**src/rtl/tx_serial_pkg.sv**
```systemverilog
// ----------------------------------------------------------------------------
// tx_serial_pkg
// Shared definitions for the tic-tac-toe status transmitter.
//   - estado_t     : states of the byte serialiser FSM
//   - BYTE_SINC    : sync byte that opens every frame
//   - N_BYTES      : bytes per frame (3, or 4 with the XOR checksum byte)
//   - ULTIMO_RESET : reset value of the "last transmitted status" register
// Build option: TX_JOGO_CHECKSUM_EN adds the checksum byte and its helper.
// ----------------------------------------------------------------------------
package tx_serial_pkg;

    typedef enum logic [1:0] {
        OCIOSO = 2'd0,
        INICIO = 2'd1,
        DADOS  = 2'd2,
        PARADA = 2'd3
    } estado_t;

    localparam logic [7:0]  BYTE_SINC    = 8'hA5;
    localparam logic [15:0] ULTIMO_RESET = 16'hFFFF;

`ifdef TX_JOGO_CHECKSUM_EN
    localparam int N_BYTES = 4;

    function automatic logic [7:0] checksum(input logic [15:0] s);
        return s[15:8] ^ s[7:0];
    endfunction
`else
    localparam int N_BYTES = 3;
`endif

endpackage

```
**src/rtl/uart_tx_byte.sv**
```systemverilog
// ----------------------------------------------------------------------------
// uart_tx_byte
// Single-byte 8N1 serialiser: start bit (0), 8 data bits LSB first, stop
// bit (1), each CICLOS_BIT clock cycles long.
// Ports:
//   clock   in   system clock, rising edge
//   reset   in   synchronous, active-high
//   partida in   start request; accepted when idle or in the last cycle of
//                the stop bit, so bytes can be chained with no gap
//   dado    in   byte to send, captured together with partida
//   tx      out  registered serial line, idle high
//   pronto  out  high during the last cycle of the stop bit
// ----------------------------------------------------------------------------
module uart_tx_byte
    import tx_serial_pkg::*;
#(
    parameter int CICLOS_BIT = 434
) (
    input  logic       clock,
    input  logic       reset,
    input  logic       partida,
    input  logic [7:0] dado,
    output logic       tx,
    output logic       pronto
);

    localparam int BAUD_W = (CICLOS_BIT > 1) ? $clog2(CICLOS_BIT) : 1;
    localparam logic [BAUD_W-1:0] BAUD_ULT = BAUD_W'(CICLOS_BIT - 1);

    estado_t           estado;
    logic [BAUD_W-1:0] baud;
    logic [2:0]        bit_idx;
    logic [7:0]        desloc;
    logic              fim_bit;

    assign fim_bit = (baud == BAUD_ULT);
    assign pronto  = (estado == PARADA) && fim_bit;

    always_ff @(posedge clock) begin
        if (reset) begin
            estado  <= OCIOSO;
            tx      <= 1'b1;
            baud    <= '0;
            bit_idx <= '0;
            desloc  <= '0;
        end else begin
            case (estado)
                OCIOSO: begin
                    baud <= '0;
                    if (partida) begin
                        desloc <= dado;
                        tx     <= 1'b0;
                        estado <= INICIO;
                    end
                end

                INICIO: begin
                    if (fim_bit) begin
                        baud    <= '0;
                        bit_idx <= '0;
                        tx      <= desloc[0];
                        desloc  <= {1'b1, desloc[7:1]};
                        estado  <= DADOS;
                    end else begin
                        baud <= baud + 1'b1;
                    end
                end

                DADOS: begin
                    if (fim_bit) begin
                        baud <= '0;
                        if (bit_idx == 3'd7) begin
                            tx     <= 1'b1;
                            estado <= PARADA;
                        end else begin
                            bit_idx <= bit_idx + 3'd1;
                            tx      <= desloc[0];
                            desloc  <= {1'b1, desloc[7:1]};
                        end
                    end else begin
                        baud <= baud + 1'b1;
                    end
                end

                PARADA: begin
                    if (fim_bit) begin
                        baud <= '0;
                        // Chained start: the next byte's start bit follows
                        // the stop bit directly.
                        if (partida) begin
                            desloc <= dado;
                            tx     <= 1'b0;
                            estado <= INICIO;
                        end else begin
                            estado <= OCIOSO;
                        end
                    end else begin
                        baud <= baud + 1'b1;
                    end
                end

                default: begin
                    estado <= OCIOSO;
                    tx     <= 1'b1;
                    baud   <= '0;
                end
            endcase
        end
    end

endmodule

```
**src/rtl/tx_serial_jogo.sv**
```systemverilog
// ----------------------------------------------------------------------------
// tx_serial_jogo
// Serial status transmitter for the ultimate tic-tac-toe game. Sends a
// frame {A5, {macro,micro}, {estado,res_macro,res_jogo} [, checksum]} over
// an 8N1 line whenever the status word changes or a resend is requested.
// Changes during a frame are not latched; the latest status wins.
// Build option: TX_JOGO_CHECKSUM_EN adds byte 3 = byte1 XOR byte2.
// Ports:
//   clock                 in   system clock, rising edge
//   reset                 in   synchronous, active-high
//   uart_macro[3:0]       in   current macro board index
//   uart_micro[3:0]       in   current micro cell index
//   uart_estado[3:0]      in   control FSM state code
//   uart_resultado_macro  in   result of current macro board (2 b)
//   uart_resultado_jogo   in   overall game result (2 b)
//   forcar                in   one-cycle resend request
//   tx                    out  serial line, idle high
//   ocupado               out  high while a frame is on the line
//   fim_envio             out  one-cycle pulse after a frame completes
// ----------------------------------------------------------------------------
module tx_serial_jogo
    import tx_serial_pkg::*;
#(
    parameter int CICLOS_BIT = 434
) (
    input  logic       clock,
    input  logic       reset,
    input  logic [3:0] uart_macro,
    input  logic [3:0] uart_micro,
    input  logic [3:0] uart_estado,
    input  logic [1:0] uart_resultado_macro,
    input  logic [1:0] uart_resultado_jogo,
    input  logic       forcar,
    output logic       tx,
    output logic       ocupado,
    output logic       fim_envio
);

    localparam logic [1:0] IDX_ULT = 2'(N_BYTES - 1);

    logic [15:0] status;
    logic [15:0] ultimo;
    logic [15:0] quadro;
    logic        pendente;
    logic [1:0]  indice;
    logic [1:0]  indice_prox;
    logic        gatilho;
    logic        inicia_quadro;
    logic        proximo_byte;
    logic        partida;
    logic        pronto;
    logic [7:0]  dado;

    assign status = {uart_macro, uart_micro, uart_estado,
                     uart_resultado_macro, uart_resultado_jogo};

    assign gatilho       = (status != ultimo) || pendente || forcar;
    assign inicia_quadro = !ocupado && gatilho;
    assign proximo_byte  = ocupado && pronto && (indice != IDX_ULT);
    assign partida       = inicia_quadro || proximo_byte;
    assign indice_prox   = indice + 2'd1;

    // Byte 0 is the constant sync, so the frame buffer only has to be valid
    // from byte 1 onward; it is latched in the same cycle the frame starts.
    always_comb begin
        dado = BYTE_SINC;
        if (!inicia_quadro) begin
            case (indice_prox)
                2'd1:    dado = quadro[15:8];
                2'd2:    dado = quadro[7:0];
`ifdef TX_JOGO_CHECKSUM_EN
                2'd3:    dado = checksum(quadro);
`endif
                default: dado = BYTE_SINC;
            endcase
        end
    end

    always_ff @(posedge clock) begin
        if (reset) begin
            ultimo    <= ULTIMO_RESET;
            quadro    <= '0;
            pendente  <= 1'b0;
            indice    <= '0;
            ocupado   <= 1'b0;
            fim_envio <= 1'b0;
        end else begin
            fim_envio <= 1'b0;
            pendente  <= pendente | forcar;
            if (inicia_quadro) begin
                // Starting a frame consumes any request, including one
                // arriving in this very cycle.
                quadro   <= status;
                ultimo   <= status;
                pendente <= 1'b0;
                indice   <= '0;
                ocupado  <= 1'b1;
            end else if (proximo_byte) begin
                indice <= indice_prox;
            end else if (ocupado && pronto) begin
                ocupado   <= 1'b0;
                fim_envio <= 1'b1;
            end
        end
    end

    uart_tx_byte #(
        .CICLOS_BIT(CICLOS_BIT)
    ) u_byte (
        .clock  (clock),
        .reset  (reset),
        .partida(partida),
        .dado   (dado),
        .tx     (tx),
        .pronto (pronto)
    );

endmodule

```
**config.mk**
```make
export PLATFORM = sky130hd
export DESIGN_NAME = tx_serial_jogo
export DESIGN_NICKNAME = d
export VERILOG_FILES = /design/src/rtl/tx_serial_pkg.sv /design/src/rtl/uart_tx_byte.sv /design/src/rtl/tx_serial_jogo.sv
export SDC_FILE = /design/constraint.sdc
export NUM_CORES = 1
export LEC_CHECK = 0
export ABC_AREA = 1
export CAP_MARGIN = 30
export CORE_MARGIN = 3
export CORE_UTILIZATION = 55
export DETAILED_ROUTE_END_ITERATION = 12
export PLACE_DENSITY = 0.72
export SYNTH_ARGS = -nofsm -noshare
export SYNTH_HDL_FRONTEND = slang
export SYNTH_SLANG_ARGS = --single-unit
```
**constraint.sdc**
```tcl
create_clock -name clock -period 3.6 [get_ports clock]
set_input_delay 0.72 -clock clock [delete_from_list [all_inputs] [get_ports clock]]
set_output_delay 0.72 -clock clock [all_outputs]
set_load 0.01 [all_outputs]
```
==> qor.csv <==
metric;value;unit
Cell Rows;25;
crit path launch;uart_estado[0];
Power Total;0.001888;W
EDFF count, synth;0;
Post-Place Cell Area;3114;um2
critical path class;in2reg;
Max Cap Viol;0;
Arr. time, crit path;2680;ps
Yosys reg bits;60;
mux contribution to synthesized area;0;
final instance area;3304;um2
Critical Path Sink Type;flip-flop;
Main synth FF type;dfxtp_1;
root buf cell;clkbuf_8;
port buffer count;21;
Synth Area in Simple Gates;0.2814;
Final Max Slew Viols;0;
CP max FO;20;
adder-cell share of the synthesized area;0.05226;
Iteration-0 DRC Markers;107;
vias in the first global route;2296;
count of final setup violators;0;
Final GP Congestion;0.8061;
Mapped Area;2873;um2
grt ovf;0;
Compound-Gate Fraction of Synth Area;0.1150;
fraction of registers with async set/reset;0;
Hold Slack;465.9;ps
share of the yosys chip area belonging to registers;0.4181;
LEAKAGE;1.521;nW
post-route setup TNS;0;ps
Slew @ Worst Pin;660.3;ps
DRT antenna net count;0;
Synth Area in XOR/XNOR;0.02744;
Die W;78.27;um
area grow syn2layout;15.03;%
syn nets;430;
Req. time, crit path;3830;ps
worst clock skew;6.515;ps
DIE HEIGHT;78.27;um
RR Startpoint;u_byte.estado[1];
I/O pin count;22;
Achievable Freq;408.7;MHz
final-layout fill cell count;449;
RSZ-0062 raised after global routing;no;
Tcrit/Tclk final;0.6797;
CTS tree;built;
Clk pin slew, worst setup/hold paths;60;ps
routed wire length;5.930;mm
ordered list of cells on the worst path;clkdlybuf4s50_1 -> inv_1 -> nand2_1 -> nand2_1 -> nor2_1 -> nand2_1 -> nor2_1 -> nand3_1 -> nand2_2 -> buf_4 -> nand3_2 -> nand2_4 -> nand2_1 -> nand2_1 -> nor2_1;
Post-CTS Setup Bufs;0;
nets;454;
Total GRT Usage;0.2099;
slew margin rel.;0.5593;
H-Tree Depth;3;
Cells after Synth;399;
Syn. warnings;0;
main combinational cell family by area after synthesis;simple AND/OR/NAND/NOR gates;
vias per inst;4.955;
cts repair resizes;0;
Initial Util;0.5887;
half-perimeter wire length after placement;4.307;mm
Final Hold Fails;0;
Largest stage delay, worst path;510;ps
first-pass GRT wire length;9.984;mm
hold_sp;u_byte.tx;
synth unique cells;30;
Hold WC Path Type;reg2reg;
CTS Buffer Depth;2;
initial antenna violation count;0;
Core Region;4880;um2
Final min period;2447;ps
Sink Count;60;
Pre-Repair DR Iteration Count;4;
largest net degree at the start of global routing;29;
vias;2443;
DRC violations left;0;
total CTS buffers;9;
n_diodes;0;
most common cell after layout, fill and taps aside;nand2_1;
worst vdd ir;0.3285;mV
CP most frequent cell;nand2_1;
Avg Cell Area, Syn;7.200;um2
share of cells above drive strength 1;0.05869;
cts hold-fix bufs;0;
Worst-Skew Late Latency;330;ps
Startpoint Class;primary input;
commonest cells after routing, fill and taps aside;105 x nand2_1, 60 x dfxtp_1, 58 x inv_1;
Slowest-stage cell, CP;clkdlybuf4s50_1;
status;finished clean;
Pwr Density;571.3;nW/um2
wire length per cell;12.03;um
die area;6126;um2
## state kept, by name (all words and copies together) (netlist names)
name            flops
quadro             16
ultimo             16
pendente            1
indice              2
u_byte.desloc       8
u_byte.estado       2
u_byte.tx           1
ocupado             1
u_byte.baud         9
fim_envio           1
u_byte.bit_idx      3
## worst paths after layout
check                                         to  slack [ps]  depth (start not counted)
worst max-delay path            u_byte.desloc[5]        1150                         15
worst min-delay path                   u_byte.tx         470                          2
worst max register to register  u_byte.desloc[5]        1650                          8
worst min register to register         u_byte.tx         470                          2
## worst max-delay path: cells and delay by family
kind                   cells  cell delay, ps
AND/OR/NAND/NOR           12            1120
buffers and inverters      3             820
## cells by family after synthesis
| family | after synthesis |
|---|---|
| and+or+nand+nor | 192 |
| buffers and inverters | 71 |
| DFF | 60 |
| AOI/OAI and AO/OA | 55 |
| adders and majority gates | 12 |
| xor gates and xnor gates | 9 |
## power by group
| group | internal [W] | switching (W) |
|---|---|---|
| Clock | 0.000349 | 0.000243 |
| Sequential | 0.000741 | 0.0000467 |
| Combinational | 0.000193 | 0.000316 |
| Total | 0.00128 | 0.000606 |
## stage by stage
step                utilization  setup WS [ps]  cells
global placement         0.6382          885.8    479
global route             0.6772          993.9    493
detailed placement       0.6382          817.3    479
finish                   0.6772           1153    493
floorplan                     -           1760    399
CTS                      0.6772           1171    493
## layer usage
layer / global-route usage / part of all wire
met5: 0 / 0
met1: 0.2556 / 0.50
met4: 0.08392 / 0.013
met2: 0.3425 / 0.45
met3: 0.06881 / 0.038
## cells in the mapped netlist (3+ instances only)
cell	n	area [um2]
nor3_1	5	25.02
a21oi_1	19	95.09
nand2_1	105	394.1
inv_1	58	217.7
o22ai_1	15	93.84
o21ai_0	6	30.03
clkbuf_1	3	11.26
nand3_1	21	105.1
dfxtp_1	60	1201
a211oi_1	3	22.52
o211ai_1	8	60.06
ha_1	12	150.1
buf_2	5	25.02
xnor2_1	9	78.83
nor2_1	49	183.9
## layout make-up
class                      count  area [um2]  area share
clock inverter                 2       35.03     0.01060
inverter                      59       221.5     0.06702
sequential                    60        1201      0.3635
clock buffer                  12       155.1     0.04695
tap                           67       83.83     0.02537
timing repair buffer          25       240.2     0.07270
multi-input combinational    268        1368      0.4139
No activity file was read; power rests on OpenSTA's default activity.
